File: config.mk
export PLATFORM = sky130hd
export DESIGN_NAME = fetch_pc_sequencer
export DESIGN_NICKNAME = d
export VERILOG_FILES = /design/src/rtl/fetch_pkg.sv /design/src/rtl/fetch_pc_sequencer_redirect_arbiter.sv /design/src/rtl/fetch_pc_sequencer.sv
export SDC_FILE = /design/constraint.sdc
export NUM_CORES = 1
export LEC_CHECK = 0
export BUFFER_PORTS_ARGS = -buffer_cell sky130_fd_sc_hd__buf_2
export CORE_ASPECT_RATIO = 0.8
export CORE_UTILIZATION = 41
export DETAILED_ROUTE_END_ITERATION = 10
export PLACE_DENSITY = 0.8
export SYNTH_ARGS = -nofsm -noshare
export SYNTH_HDL_FRONTEND = slang
export SYNTH_SLANG_ARGS = --single-unit
File: constraint.sdc
create_clock -name clk -period 2.1 [get_ports clk]
set_input_delay 0.42 -clock clk [delete_from_list [all_inputs] [get_ports clk]]
set_output_delay 0.42 -clock clk [all_outputs]
set_load 0.02 [all_outputs]
File: src/rtl/fetch_pkg.sv
// Shared definitions for the fetch PC sequencer slice.
// Holds the FSM state encoding and the default values of the
// reset PC and the epoch tag width used by fetch_pc_sequencer.
package fetch_pkg;

   // Fetch FSM states. The encoding is visible on state_o for debug.
   typedef enum logic [1:0] {
      BOOT   = 2'd0,
      RUN    = 2'd1,
      BUBBLE = 2'd2,
      HALT   = 2'd3
   } fetch_state_e;

   localparam logic [31:0] FETCH_RESET_PC   = 32'h0000_0000;
   localparam int          FETCH_EPOCH_BITS = 2;

endpackage

File: src/rtl/fetch_pc_sequencer_redirect_arbiter.sv
// redirect_arbiter: combinational priority select between a trap
// redirect and a branch mispredict redirect.
// Ports:
//   trap_valid_i, trap_pc_i     - trap request and vector (highest priority)
//   mispredict_i, redirect_pc_i - mispredict request and corrected PC
//   redirect_valid_o            - some redirect is requested
//   target_o                    - winning target with bits [1:0] cleared
//   misaligned_o                - winning target had bits [1:0] != 0
module redirect_arbiter #(
   parameter int PC_WIDTH = 32
) (
   input  logic                trap_valid_i,
   input  logic [PC_WIDTH-1:0] trap_pc_i,
   input  logic                mispredict_i,
   input  logic [PC_WIDTH-1:0] redirect_pc_i,
   output logic                redirect_valid_o,
   output logic [PC_WIDTH-1:0] target_o,
   output logic                misaligned_o
);

   logic [PC_WIDTH-1:0] raw_target;

   // A trap always wins over a mispredict; the raw target is kept so the
   // misalignment of the chosen address can be reported.
   always_comb begin
      raw_target       = trap_valid_i ? trap_pc_i : redirect_pc_i;
      redirect_valid_o = trap_valid_i | mispredict_i;
      target_o         = {raw_target[PC_WIDTH-1:2], 2'b00};
      misaligned_o     = redirect_valid_o & (raw_target[1:0] != 2'b00);
   end

endmodule

File: src/rtl/fetch_pc_sequencer.sv
// fetch_pc_sequencer: owns the fetch PC, steps it along the predictor's
// next-PC stream, and handles trap/mispredict redirects with a bubble,
// a one-cycle flush pulse and an epoch bump.
// Ports:
//   clk, rst                  - clock, synchronous active-high reset
//   pred_next_pc, pred_taken  - predictor lookup result for pc_fetch
//   mispredict, redirect_pc   - branch resolution redirect
//   trap_valid, trap_pc       - trap redirect (wins over mispredict)
//   halt_req                  - level request to stop fetching
//   fetch_ready               - downstream accepts the offered fetch
//   pc_fetch, fetch_valid     - current fetch address and its validity
//   fetch_pred_taken          - pred_taken qualified by fetch_valid
//   fetch_epoch               - epoch tag of the current fetch
//   flush, misaligned         - registered one-cycle pulses after a redirect
//   state_o                   - FSM state for debug
module fetch_pc_sequencer
   import fetch_pkg::*;
#(
   parameter int                  PC_WIDTH      = 32,
   parameter logic [PC_WIDTH-1:0] RESET_PC      = PC_WIDTH'(FETCH_RESET_PC),
   parameter int                  BUBBLE_CYCLES = 1,
   parameter int                  EPOCH_BITS    = FETCH_EPOCH_BITS
) (
   input  logic                  clk,
   input  logic                  rst,
   input  logic [PC_WIDTH-1:0]   pred_next_pc,
   input  logic                  pred_taken,
   input  logic                  mispredict,
   input  logic [PC_WIDTH-1:0]   redirect_pc,
   input  logic                  trap_valid,
   input  logic [PC_WIDTH-1:0]   trap_pc,
   input  logic                  halt_req,
   input  logic                  fetch_ready,
   output logic [PC_WIDTH-1:0]   pc_fetch,
   output logic                  fetch_valid,
   output logic                  fetch_pred_taken,
   output logic [EPOCH_BITS-1:0] fetch_epoch,
   output logic                  flush,
   output logic                  misaligned,
   output logic [1:0]            state_o
);

   fetch_state_e          state_q;
   logic [PC_WIDTH-1:0]   pc_q;
   logic [EPOCH_BITS-1:0] epoch_q, epoch_d;
   logic [2:0]            bubble_cnt_q, bubble_cnt_d;
   logic                  flush_q;
   logic                  misaligned_q;

   logic                  arb_valid;
   logic [PC_WIDTH-1:0]   arb_target;
   logic                  arb_misaligned;
   logic                  redirect;

   redirect_arbiter #(
      .PC_WIDTH (PC_WIDTH)
   ) u_arbiter (
      .trap_valid_i     (trap_valid),
      .trap_pc_i        (trap_pc),
      .mispredict_i     (mispredict),
      .redirect_pc_i    (redirect_pc),
      .redirect_valid_o (arb_valid),
      .target_o         (arb_target),
      .misaligned_o     (arb_misaligned)
   );

   // Redirects are meaningless before the first fetch, so BOOT masks them.
   assign redirect     = arb_valid & (state_q != BOOT);
   assign epoch_d      = epoch_q + EPOCH_BITS'(1);
   assign bubble_cnt_d = bubble_cnt_q - 3'd1;

   // Single FSM: PC register, epoch, bubble counter and the redirect pulses.
   // A redirect beats both fetch_ready and halt_req; in HALT it updates the
   // PC and epoch but leaves the machine halted.
   always_ff @(posedge clk) begin
      if (rst) begin
         state_q      <= BOOT;
         pc_q         <= RESET_PC;
         epoch_q      <= '0;
         bubble_cnt_q <= '0;
         flush_q      <= 1'b0;
         misaligned_q <= 1'b0;
      end else begin
         flush_q      <= 1'b0;
         misaligned_q <= 1'b0;
         if (redirect) begin
            pc_q         <= arb_target;
            epoch_q      <= epoch_d;
            flush_q      <= 1'b1;
            misaligned_q <= arb_misaligned;
            if (state_q != HALT) begin
               state_q      <= BUBBLE;
               bubble_cnt_q <= 3'(BUBBLE_CYCLES - 1);
            end
         end else begin
            case (state_q)
               BOOT: state_q <= halt_req ? HALT : RUN;
               RUN: begin
                  // Only halt on an accepted fetch so an offer is never withdrawn.
                  if (fetch_ready) begin
                     pc_q <= pred_next_pc;
                     if (halt_req) state_q <= HALT;
                  end
               end
               BUBBLE: begin
                  if (bubble_cnt_q == 3'd0) state_q <= halt_req ? HALT : RUN;
                  else                      bubble_cnt_q <= bubble_cnt_d;
               end
               HALT: if (!halt_req) state_q <= RUN;
               default: state_q <= BOOT;
            endcase
         end
      end
   end

   assign pc_fetch         = pc_q;
   assign fetch_valid      = (state_q == RUN);
   assign fetch_pred_taken = pred_taken & (state_q == RUN);
   assign fetch_epoch      = epoch_q;
   assign flush            = flush_q;
   assign misaligned       = misaligned_q;
   assign state_o          = state_q;

endmodule

# After elaboration in Yosys (flattened, before gate mapping)
# Index checks and enable logic that the tools add are counted.
# word_totals
regBits	41
input_bits	103
output_inout_bits	40
word_cells	54
# op_classes
n_eq_ne	10
bitwise_logic	5
reduce_logical	13
add_sub_neg	2
n_mux	17
# ops
cell	count
32-bit 2-to-1 mux	4
2-bit 2-to-1 mux	7
3-bit 2-to-1 mux	4
2-bit nonzero test	5
2-bit one-hot mux with 4 select lines	1
3-bit by 2-bit inequality test with 1-bit output (second input constant)	2
3-bit inequality test (second input constant)	2
5-bit AND reduction	1
2-bit equality test (second input constant)	2
2-bit inequality test (second input constant)	2
2-bit AND reduction	2
2-bit OR reduction	2
1-bit AND	3
3-bit logical NOT	1
3-bit AND reduction	1
3-bit by 1-bit subtractor with 3-bit output (second input constant)	1
2-bit by 1-bit adder with 2-bit output (second input constant)	1
2-bit by 1-bit equality test with 1-bit output (second input constant)	1
2-bit logical NOT	1
2-bit by 1-bit inequality test with 1-bit output (second input constant)	1
1-bit 2-to-1 mux	1
1-bit NOT	1
1-bit OR	1

# Depth between registers and ports, before layout
# logic_depth
word_depth	4
ltp_mapped	7

# Cells and area by module
# A second synthesis with hierarchy kept.
# hier_totals
cells_unflattened	265
hier_area_um2	2608.8
# by_module_without_submodules
module	cells_each	n_inst	seq_area_each_um2	area_each_um2
fetch_pc_sequencer	224	1	820.8	2063.2
redirect_arbiter	41	1	0.0	545.5

# Least setup slack after synthesis
# No wires, ideal clock.
# synth_timing
kind	flip-flop to output port
from	register state_q[0] (netlist: state_o[0])
to	output port fetch_pred_taken
t_arrival_ns	1.441
n_path_buf	1
t_required_ns	1.680
path_stages_with_launch	4
slack_ns	0.239
cell_sequence	dfxtp_1 > buf_2 > nor2b_1 > and2_1
# synth_between
elab_chain_len	2
# synth_lines
element	line	text
from (decl)	fetch_pc_sequencer.sv:43	fetch_state_e state_q;
from (signal assigned)	fetch_pc_sequencer.sv:97	BOOT: state_q <= halt_req ? HALT : RUN;
from (signal assigned)	fetch_pc_sequencer.sv:106	if (bubble_cnt_q == 3'd0) state_q <= halt_req ? HALT : RUN;
2-bit by 1-bit equality test with 1-bit output	-	
via fetch_valid	fetch_pc_sequencer.sv:35	output logic fetch_valid,
1-bit AND	fetch_pc_sequencer.sv:118	assign fetch_pred_taken = pred_taken & (state_q == RUN);
to (decl)	fetch_pc_sequencer.sv:36	output logic fetch_pred_taken,
# The timed path passes the listed nets, and every way through them passes these cells.

# Worst setup path after layout
# layout_timing
from	register state_q[1] (netlist: state_o[1])
to	output port fetch_pred_taken
# layout_between
elab_chain_len	2
# layout_lines
element	line
2-bit by 1-bit equality test with 1-bit output	fetch_pc_sequencer.sv:118
1-bit AND	fetch_pc_sequencer.sv:118
# Every way passes these cells.

==> results.sh <==
export IMPL_slew_headroom=0.758
export IMPL_syn_area_sq_um=2050
export IMPL_stdcell_count=425
export IMPL_area_growth_pct=41.2
export IMPL_synthMostInstantiatedCell="dfxtp_1"
export IMPL_hold_worst_slack_ns=0.404
export IMPL_drtAntennaViolNets=0
export IMPL_cap_viol_max_count=0
export IMPL_leakage_uw=0.00146
export IMPL_clk_latency_ns=0.29
export IMPL_synth_ff_type="dfxtp_1"
export IMPL_drv_slew=0
export IMPL_drc=0
export IMPL_gr_total_overflow=0
export IMPL_avgSynthCellArea_sq_um=9.11
export IMPL_synthSimpleGateAreaFrac=0.118
export IMPL_finalSetupTns_ns=0
export IMPL_skew_ns=0.00768
export IMPL_synthArstFlopShare=0
export IMPL_grt_setup_unrepaired="false"
export IMPL_cts_sinks=41
export IMPL_worst_slew_pin_slew_ns=0.363
export IMPL_critPathArrivalTime_ns=1.28
export IMPL_drtPass1Iterations=4
export IMPL_postCtsHoldBufs=0
export IMPL_synth_top_family_by_area="compound AO/OA/AOI/OAI gates"
export IMPL_synth_commonest_cells="dfxtp_1 (41), nor2_1 (34), mux2i_1 (31), a21oi_1 (29), o2bb2ai_1 (29)"
export IMPL_die_width_um=81.0
export IMPL_ys_seq_area_frac=0.400
export IMPL_dpl_hpwl_mm=4.19
export IMPL_ios=143
export IMPL_holdCritStartpoint="pred_next_pc[21]"
export IMPL_cts_buffers_inserted=5
export IMPL_post_drt_wl_per_cell_um=12.7
export IMPL_clk_transition_reported_paths_ns=0.07
export IMPL_outcome="completed"
export IMPL_grt_pass1_wl_mm=8.51
export IMPL_vias=2131
export IMPL_htreeDepth=2
export IMPL_fmax_mhz=587
export IMPL_grt_pass1_vias=1921
export IMPL_core_area_sq_um=4710
export IMPL_r2r_start="bubble_cnt_q[0]$_SDFFE_PP0P_"
export IMPL_start_kind="register"
export IMPL_postSynthCellCount=225
export IMPL_setup_viol=0
export IMPL_start_util=0.435
export IMPL_required_ns=1.68
export IMPL_syn_num_nets=330
export IMPL_worst_path_max_fanout=10
export IMPL_layout_drive_gt1_share=0.444
export IMPL_fin_crit_sh=0.811
export IMPL_grt_max_degree=36
export IMPL_crit_type="register to primary output"
export IMPL_synth_cell_types=32
export IMPL_synth_edf_count=0
export IMPL_fin_nets=470
export IMPL_synth_area_leaders="dfxtp_1 (40%), mux2i_1 (15%), o2bb2ai_1 (12%), a21oi_1 (7.1%), nor2_1 (6.2%)"
export IMPL_power_density_nw_per_um2=688
export IMPL_synth_top_area_cell="dfxtp_1"
export IMPL_ys_ff_latch=41
export IMPL_hold_path_class="input pin to register"
export IMPL_gp_congestion=0.840
export IMPL_yosysWarnings=0
export IMPL_rows=22
export IMPL_synthXorXnorAreaFrac=0.00855
export IMPL_post_drt_via_cell_ratio=5.01
export IMPL_antenna_cells=0
export IMPL_synthAdderAreaFrac=0.0122
export IMPL_post_cts_buffers=0
export IMPL_cts_max_path_buffers=2
export IMPL_synth_compound_area_frac=0.248
export IMPL_synth_mux_area_fraction=0.151
export IMPL_cp_end_kind="primary output"
export IMPL_wirelength_mm=5.39
export IMPL_clock_root_buffer="clkbuf_8"
export IMPL_hold_violations=0
export IMPL_port_buffers=142
export IMPL_yosys_area_top_type_share=0.400
export IMPL_ir_worst_vdd_mv=0.376
export IMPL_cts_resized=0
export IMPL_cts_tree="built"
export IMPL_antenna_found_initial=0
export IMPL_die_height_um=65.2
export IMPL_dp_cells=418
export IMPL_die_area_sq_um=5290
export IMPL_first_iter_violations=86
export IMPL_grtUsageTotal=0.211
export IMPL_crit_path_start="state_o[1]$_SDFFE_PP0P_"
export IMPL_final_min_clock_period_ns=1.70
placed cells by master (no fill, tap or decap), types with 2 or more instances in the layout:
| master | count |
|---|---|
| nand2_1 | 6 |
| mux2i_1 | 31 |
| a21oi_1 | 29 |
| nor2_1 | 34 |
| ha_1 | 2 |
| inv_1 | 4 |
| dfxtp_1 | 41 |
| nor2b_1 | 4 |
| o22a_1 | 2 |
| o21ai_0 | 5 |
| nor3_1 | 3 |
| buf_4 | 10 |
| buf_2 | 142 |
| clkbuf_8 | 6 |
| o2bb2ai_1 | 29 |
routing by layer:
layer,up-vias,global-route usage,wire (um),part of all wire
li1,1092,-,-,-
met1,948,0.255,2420,0.45
met2,85,0.347,2480,0.46
met3,6,0.0806,438,0.081
met4,0,0.0580,48,0.0089
met5,-,0,0,0
logic make-up (layout without fill, tap and decap cells):
logic type | count (synthesis) | in the layout
adders and majority gates | 2 | 2
and+or+nand+nor | 54 | 54
xor gates and xnor gates | 2 | 2
AOI/OAI and AO/OA | 72 | 72
muxes | 31 | 31
buffers and inverters | 23 | 163
DFF | 41 | 41
metrics by stage:
step / setup WS [ns] / cell area, sq um / power (uW) / util
after CTS: 0.389 / 2890 / 2010 / 0.615
final: 0.396 / 2890 / 1990 / 0.615
after floorplan: 0.239 / 2050 / 1270 / -
after detailed placement: 0.455 / 2810 / 1500 / 0.596
after global placement: 0.518 / 2810 / 1490 / 0.596
after global routing: 0.280 / 2890 / 2120 / 0.615
worst paths after layout:
check,end,slack [ns],cells after the start
hold reg to reg,pc_fetch[16]$_SDFFE_PP0P_,0.46,1
setup reg to reg,bubble_cnt_q[1]$_SDFFE_PP0P_,0.42,6
setup / recovery,fetch_pred_taken,0.40,3
hold / removal,pc_fetch[21]$_SDFFE_PP0P_,0.40,3
final cells by class:
cell class / instances / area (sq um)
Timing Repair Buffer: 152 / 786
Clock buffer: 7 / 86.3
Multi-Input combinational cell: 161 / 1110
Fill cell: 425 / 1810
Sequential cell: 41 / 821
Tap cell: 60 / 75.1
Inverter: 4 / 15.0
power by group:
part	switching [uW]	total (uW)	internal, uW	leakage, uW
Combinational	337	589	252	0.00107
Clock	243	504	261	0.0000443
Sequential	43.2	897	854	0.000337
Total	624	1990	1370	0.00146
critical path: stages (launching register included):
cell and delay [ns]:
dfxtp_1 0.54, nor2b_1 0.13, and2_1 0.17, buf_2 0.15
state kept, by name, indices dropped and copies added (netlist names):
name          count
pc_fetch         32
bubble_cnt_q      3
fetch_epoch       2
state_o           2
flush             1
misaligned        1
No activity file was read; power rests on OpenSTA's default activity.
